[config.mk]
export PLATFORM = sky130hd
export DESIGN_NAME = check_seq_flat
export DESIGN_NICKNAME = d
export VERILOG_FILES = /design/src/rtl/check_seq_if.sv /design/src/rtl/check_seq.sv /design/src/flat_wrapper.sv
export SDC_FILE = /design/constraint.sdc
export NUM_CORES = 1
export LEC_CHECK = 0
export CAP_MARGIN = 10
export CORE_ASPECT_RATIO = 0.9
export CORE_UTILIZATION = 35
export DETAILED_ROUTE_END_ITERATION = 12
export GPL_TIMING_DRIVEN = 1
export MAX_ROUTING_LAYER = met4
export PLACE_DENSITY = 0.67
export SLEW_MARGIN = 20
export SYNTH_ARGS = -nofsm -noshare
export SYNTH_HDL_FRONTEND = slang
export SYNTH_SLANG_ARGS = --single-unit
[constraint.sdc]
create_clock -name clk -period 2.6 [get_ports clk]
set_input_delay 0.52 -clock clk [delete_from_list [all_inputs] [get_ports clk]]
set_output_delay 0.52 -clock clk [all_outputs]
set_load 0.02 [all_outputs]
[src/rtl/check_seq_if.sv]
// check_seq_if: bundles the serial-detector data/control inputs and the
// registered result outputs.
//   en      bit-valid strobe
//   d       serial data bit
//   ovl     1 = overlapping detection, 0 = non-overlapping
//   pat_ld  load pat_in into the pattern register
//   pat_in  new pattern value (W bits)
//   flag    registered one-cycle match pulse
//   q       shift window, q[0] is the newest bit
//   pat     current pattern register
//   cnt     saturating match count
// master drives the stimulus side; slave is the detector.
interface check_seq_if #(
  parameter int W  = 6,
  parameter int CW = 8
);
  logic          en;
  logic          d;
  logic          ovl;
  logic          pat_ld;
  logic [W-1:0]  pat_in;
  logic          flag;
  logic [W-1:0]  q;
  logic [W-1:0]  pat;
  logic [CW-1:0] cnt;

  modport master (
    output en, d, ovl, pat_ld, pat_in,
    input  flag, q, pat, cnt
  );

  modport slave (
    input  en, d, ovl, pat_ld, pat_in,
    output flag, q, pat, cnt
  );
endinterface

[src/rtl/check_seq.sv]
// check_seq: parametrised serial sequence detector.
// One bit of d is shifted into the window q on every edge with en=1; the
// last W bits are compared against the run-time loadable pattern register.
// A fill counter makes sure W genuine bits have been received (since reset
// or since the last non-overlapping hit) before a match may be reported.
// Ports:
//   clk  rising-edge clock
//   r    synchronous active-high reset, overrides every other input
//   bus  check_seq_if.slave carrying en/d/ovl/pat_ld/pat_in in and
//        flag/q/pat/cnt out; all outputs are straight from registers.
module check_seq #(
  parameter int            W       = 6,
  parameter logic [W-1:0]  PATTERN = 6'b101011,
  parameter int            CW      = 8
) (
  input  logic        clk,
  input  logic        r,
  check_seq_if.slave  bus
);

  localparam int            FW   = $clog2(W + 1);
  localparam logic [FW-1:0] FULL = FW'(W);

  logic [W-1:0]  q_r;
  logic [W-1:0]  pat_r;
  logic [FW-1:0] fc;
  logic          flag_r;
  logic [CW-1:0] cnt_r;

  logic [W-1:0]  q_n;
  logic [FW-1:0] fc_n;
  logic          hit;

  // Next-window and match decision for the current edge. The comparison
  // uses the pattern register as it stands before any load on this edge.
  always_comb begin
    q_n  = {q_r[W-2:0], bus.d};
    fc_n = (fc == FULL) ? fc : fc + FW'(1);
    hit  = bus.en && (fc_n == FULL) && (q_n == pat_r);
  end

  // NOTE: every register here is written with <= so all updates on an edge
  // see the pre-edge values; mixing in = would make the result depend on
  // statement order.
  always_ff @(posedge clk) begin
    if (r) begin
      q_r    <= '0;
      fc     <= '0;
      flag_r <= 1'b0;
      cnt_r  <= '0;
      pat_r  <= PATTERN;
    end else begin
      // flag is a one-cycle pulse: any edge that is not a hit clears it.
      flag_r <= hit;

      if (bus.pat_ld) begin
        pat_r <= bus.pat_in;
      end

      if (bus.en) begin
        q_r <= q_n;
        // A non-overlapping hit discards the matched bits for future
        // matches, although q keeps showing them.
        if (hit && !bus.ovl) begin
          fc <= '0;
        end else begin
          fc <= fc_n;
        end
        if (hit && (cnt_r != {CW{1'b1}})) begin
          cnt_r <= cnt_r + CW'(1);
        end
      end
    end
  end

  assign bus.flag = flag_r;
  assign bus.q    = q_r;
  assign bus.pat  = pat_r;
  assign bus.cnt  = cnt_r;

endmodule

[src/flat_wrapper.sv]
// flat-port wrapper written by rule: the top's interface ports become plain ports
module check_seq_flat 
#(
  parameter int            W       = 6,
  parameter logic [W-1:0]  PATTERN = 6'b101011,
  parameter int            CW      = 8
)
  (clk, r, bus_en, bus_d, bus_ovl, bus_pat_ld, bus_pat_in, bus_flag, bus_q, bus_pat, bus_cnt);
  check_seq_if #(.W(W), .CW(CW)) bus_i ();
  input  logic clk;
  input  logic r;
  input wire logic [$bits(bus_i.en)-1:0] bus_en;
  input wire logic [$bits(bus_i.d)-1:0] bus_d;
  input wire logic [$bits(bus_i.ovl)-1:0] bus_ovl;
  input wire logic [$bits(bus_i.pat_ld)-1:0] bus_pat_ld;
  input wire logic [$bits(bus_i.pat_in)-1:0] bus_pat_in;
  output wire logic [$bits(bus_i.flag)-1:0] bus_flag;
  output wire logic [$bits(bus_i.q)-1:0] bus_q;
  output wire logic [$bits(bus_i.pat)-1:0] bus_pat;
  output wire logic [$bits(bus_i.cnt)-1:0] bus_cnt;
  assign bus_i.en = bus_en;
  assign bus_i.d = bus_d;
  assign bus_i.ovl = bus_ovl;
  assign bus_i.pat_ld = bus_pat_ld;
  assign bus_i.pat_in = bus_pat_in;
  assign bus_flag = bus_i.flag;
  assign bus_q = bus_i.q;
  assign bus_pat = bus_i.pat;
  assign bus_cnt = bus_i.cnt;
  check_seq #(.W(W), .PATTERN(PATTERN), .CW(CW)) u_core (.clk(clk), .r(r), .bus(bus_i));
endmodule
==> flow_summary_export.csv <==
group,metric,value,unit
layout,layout-drive-gt1-share,7.237,%
clock_tree,cts_buffer_depth,2,
synth,ys.warnings.count,0,
global_route,antenna_found_initial,0,
flow_run,cap_violations,0,
global_route,overflow,0,
clock_tree,clkLatencyLatePin,310,ps
floorplanning,rows,19,
setup_path,cp-end-kind,"flip-flop",
synth,seq_area_frac_synth,42.71,%
setup_path,path_cells,"inv_1 > ha_1 > or3b_1 > a31o_1 > or3_4 > nor4_1 > mux2_2",
layout,layout.cells.most_common,"clkdlybuf4s50_1",
detailed_routing,drt-initial-drc-count,13,
sta,rsz0062_at_grt,"false",
layout,diodes,0,
clock_tree,path_clk_slew,120,ps
status,status,"completed",
synth,synth_top_area_cell,"dfxtp_1",
synth,syn_area_per_cell,9.296,um^2
sta,hold_violations,0,
sta,period_needed,2454,ps
placement,port_buffers,32,
placement,dp_hpwl,1.956,mm
global_route,grt_pass1_wl,3.995,mm
floorplanning,start_util,36.68,%
setup_path,cp_slowest_cell,"dfxtp_2",
detailed_routing,wirelength,2.493,mm
setup_path,worstPathMaxFanout,7,
layout,n_fill_cell,297,
clock_tree,cts_root_buf,"clkbuf_4",
clock_tree,cts.sinks,24,
setup_path,worst-path-buf-inv,1,
setup_path,startpoint_type,"flip-flop",
detailed_routing,num_vias,976,
sta,final-max-slew-violation-count,0,
sta,skew,6.910,ps
sta,worst_pin_slew,458.7,ps
power_and_ir_drop,p_per_area,425.1,nW/um^2
clock_tree,cts_hold_buf,0,
floorplanning,core_area,3067,um^2
sta,min_period_over_period,94.40,%
global_route,grt_use_total,15.95,%
sta,setup_violations,0,
power_and_ir_drop,ir_drop,0.3557,mV
setup_path,startpoint,"u_core.fc[0]$_SDFFE_PP0P_",
clock_tree,tritoncts,"yes",
detailed_routing,avgRoutedWirePerCell,12.85,um
hold_path,hold_start,"u_core.fc[1]$_SDFFE_PP0P_",
floorplanning,die_y,55.78,um
sta,max_freq,407.4,MHz
synth,synth.distinct_cells,34,
floorplanning,dieArea,3445,um^2
detailed_routing,drc,0,
hold_path,hold_class,"reg -> reg",
setup_path,arrival,2660,ps
detailed_routing,drt_first_pass_iters,4,
layout,layout_common_cells,"clkdlybuf4s50_1, dfxtp_1, nor2_1",
synth,ys_ff_latch,24,
setup_path,crit_required,2810,ps
floorplanning,io_pins,33,
setup_path,r2r-start,"u_core.fc[0]$_SDFFE_PP0P_",
global_route,grt_pass1_vias,928,
clock_tree,htreeDepth,1,
floorplanning,die_x,61.76,um
layout,syn2layout_area_growth,34.82,%
detailed_routing,final_antenna_net_count,0,
detailed_routing,routed_via_density,5.031,
synth,syn-num-nets,136,
setup_path,cp_top_family,"simple AND/OR/NAND/NOR gates",
power_and_ir_drop,leakagePower,0.5474,nW
layout,fin_nets,169,
setup_path,critPathMaxStageDelay,380,ps
synth,yosys-top-cells-area,"dfxtp_1, mux2i_1, xnor2_1",
clock_tree,cts_buffers,3,
clock_tree,cts_setup_buffers,0,
synth,syn-instance-count,121,
layout,utilization,49.45,%
synth,synth_top_area_share,42.71,%
sta,slew_headroom,69.32,%
global_route,grt_max_degree,14,
setup_path,crit_type,"reg -> reg",
placement,routabilityCongestion,0.8185,
sta,tns,0,ps
synth,syn_area,1125,um^2
==> worst register-to-register path, stage by stage (launching register included) <==
cell     delay (ps)
dfxtp_2         380
inv_1            70
ha_1            230
or3b_1          380
a31o_1          250
or3_4           380
nor4_1          310
mux2_2          360
==> registers in the layout (all words and copies together), names as in the netlist <==
name	cells
u_core.bus.cnt	8
u_core.bus.pat	6
u_core.bus.q	6
u_core.fc	3
u_core.bus.flag	1
==> cell families (layout without fill, tap and decap cells) <==
kind of cell	Yosys count	in the layout	share of synthesized area (%)
compound gates	22	22	13.01
flops	24	24	42.71
simple gates	46	46	23.92
mux	9	9	8.120
buf+inv	10	41	3.448
xor+xnor	7	7	5.451
fa+ha+maj	3	3	3.337
==> path summary, 6_finish.rpt <==
check	slack [ps]	cells after the start	endpoint
worst max-delay path	150	7	u_core.bus.cnt[5]$_SDFFE_PP0P_
worst max register to register	150	7	u_core.bus.cnt[5]$_SDFFE_PP0P_
worst min register to register	510	2	u_core.fc[1]$_SDFFE_PP0P_
worst min-delay path	510	2	u_core.fc[1]$_SDFFE_PP0P_
==> routing by layer <==
metal / GRT usage, % / routed length, um
met4: 4.127 / 18
met5: - / 0
met1: 18.95 / 1118
met2: 25.96 / 1283
met3: 4.651 / 72
==> power by group <==
group	total (mW)	internal, mW	leakage [nW]	switching (mW)
combinational	0.0965	0.0534	0.338	0.0431
clock	0.157	0.0541	0.0138	0.103
sequential	0.391	0.379	0.196	0.0118
total	0.645	0.487	0.547	0.158
==> stage by stage <==
stage          instance area (um^2)  std cells  hold WS, ps  setup slack (ps)  total power, mW
2_1_floorplan                  1125        121        466.7             290.6           0.4512
3_3_place_gp                   1493        191        474.0             108.7           0.4931
3_5_place_dp                   1493        191        493.0             76.15           0.4965
4_1_cts                        1515        194        517.5             97.09           0.6517
5_1_grt                        1516        194        547.0             33.16           0.6758
6_report                       1516        194        510.0             145.5           0.6447
==> cells in the mapped netlist <==
library cell,number
and3_1,1
a31o_1,1
nand2_1,3
and4_1,2
or3b_1,1
nand2b_1,2
or3_4,1
nor2b_1,6
inv_1,3
nand4_1,1
and4b_1,1
buf_2,1
nor3_1,1
mux2i_1,8
o31ai_1,3
or4_1,3
or3_1,3
or4b_1,1
o21ai_0,3
ha_1,3
nor4_1,2
mux2_2,1
o21ba_2,1
dfxtp_1,24
o21a_1,1
a21oi_1,8
nand3_1,4
a211oi_1,1
nor2_1,12
a211o_1,4
nor3b_1,1
xnor2_1,7
or2_2,1
clkbuf_1,6
==> area by class of cell <==
| cell class | count | area [um^2] | share of cell area, % |
|---|---|---|---|
| Clock buffer | 3 | 22.52 | 1.485 |
| Multi-Input combinational cell | 87 | 605.6 | 39.93 |
| Inverter | 3 | 11.26 | 0.7426 |
| Sequential cell | 24 | 481.7 | 31.77 |
| Timing Repair Buffer | 35 | 342.8 | 22.61 |
| Tap cell | 42 | 52.55 | 3.465 |
==> timing repair <==
| item | CTS | global route |
|---|---|---|
| resized for setup | 0 | 1 |
| setup endpoints to repair | 0 | 2 |
| hold endpoints to repair | 0 | 0 |
Note: power is estimated with default switching activity, not from simulation.
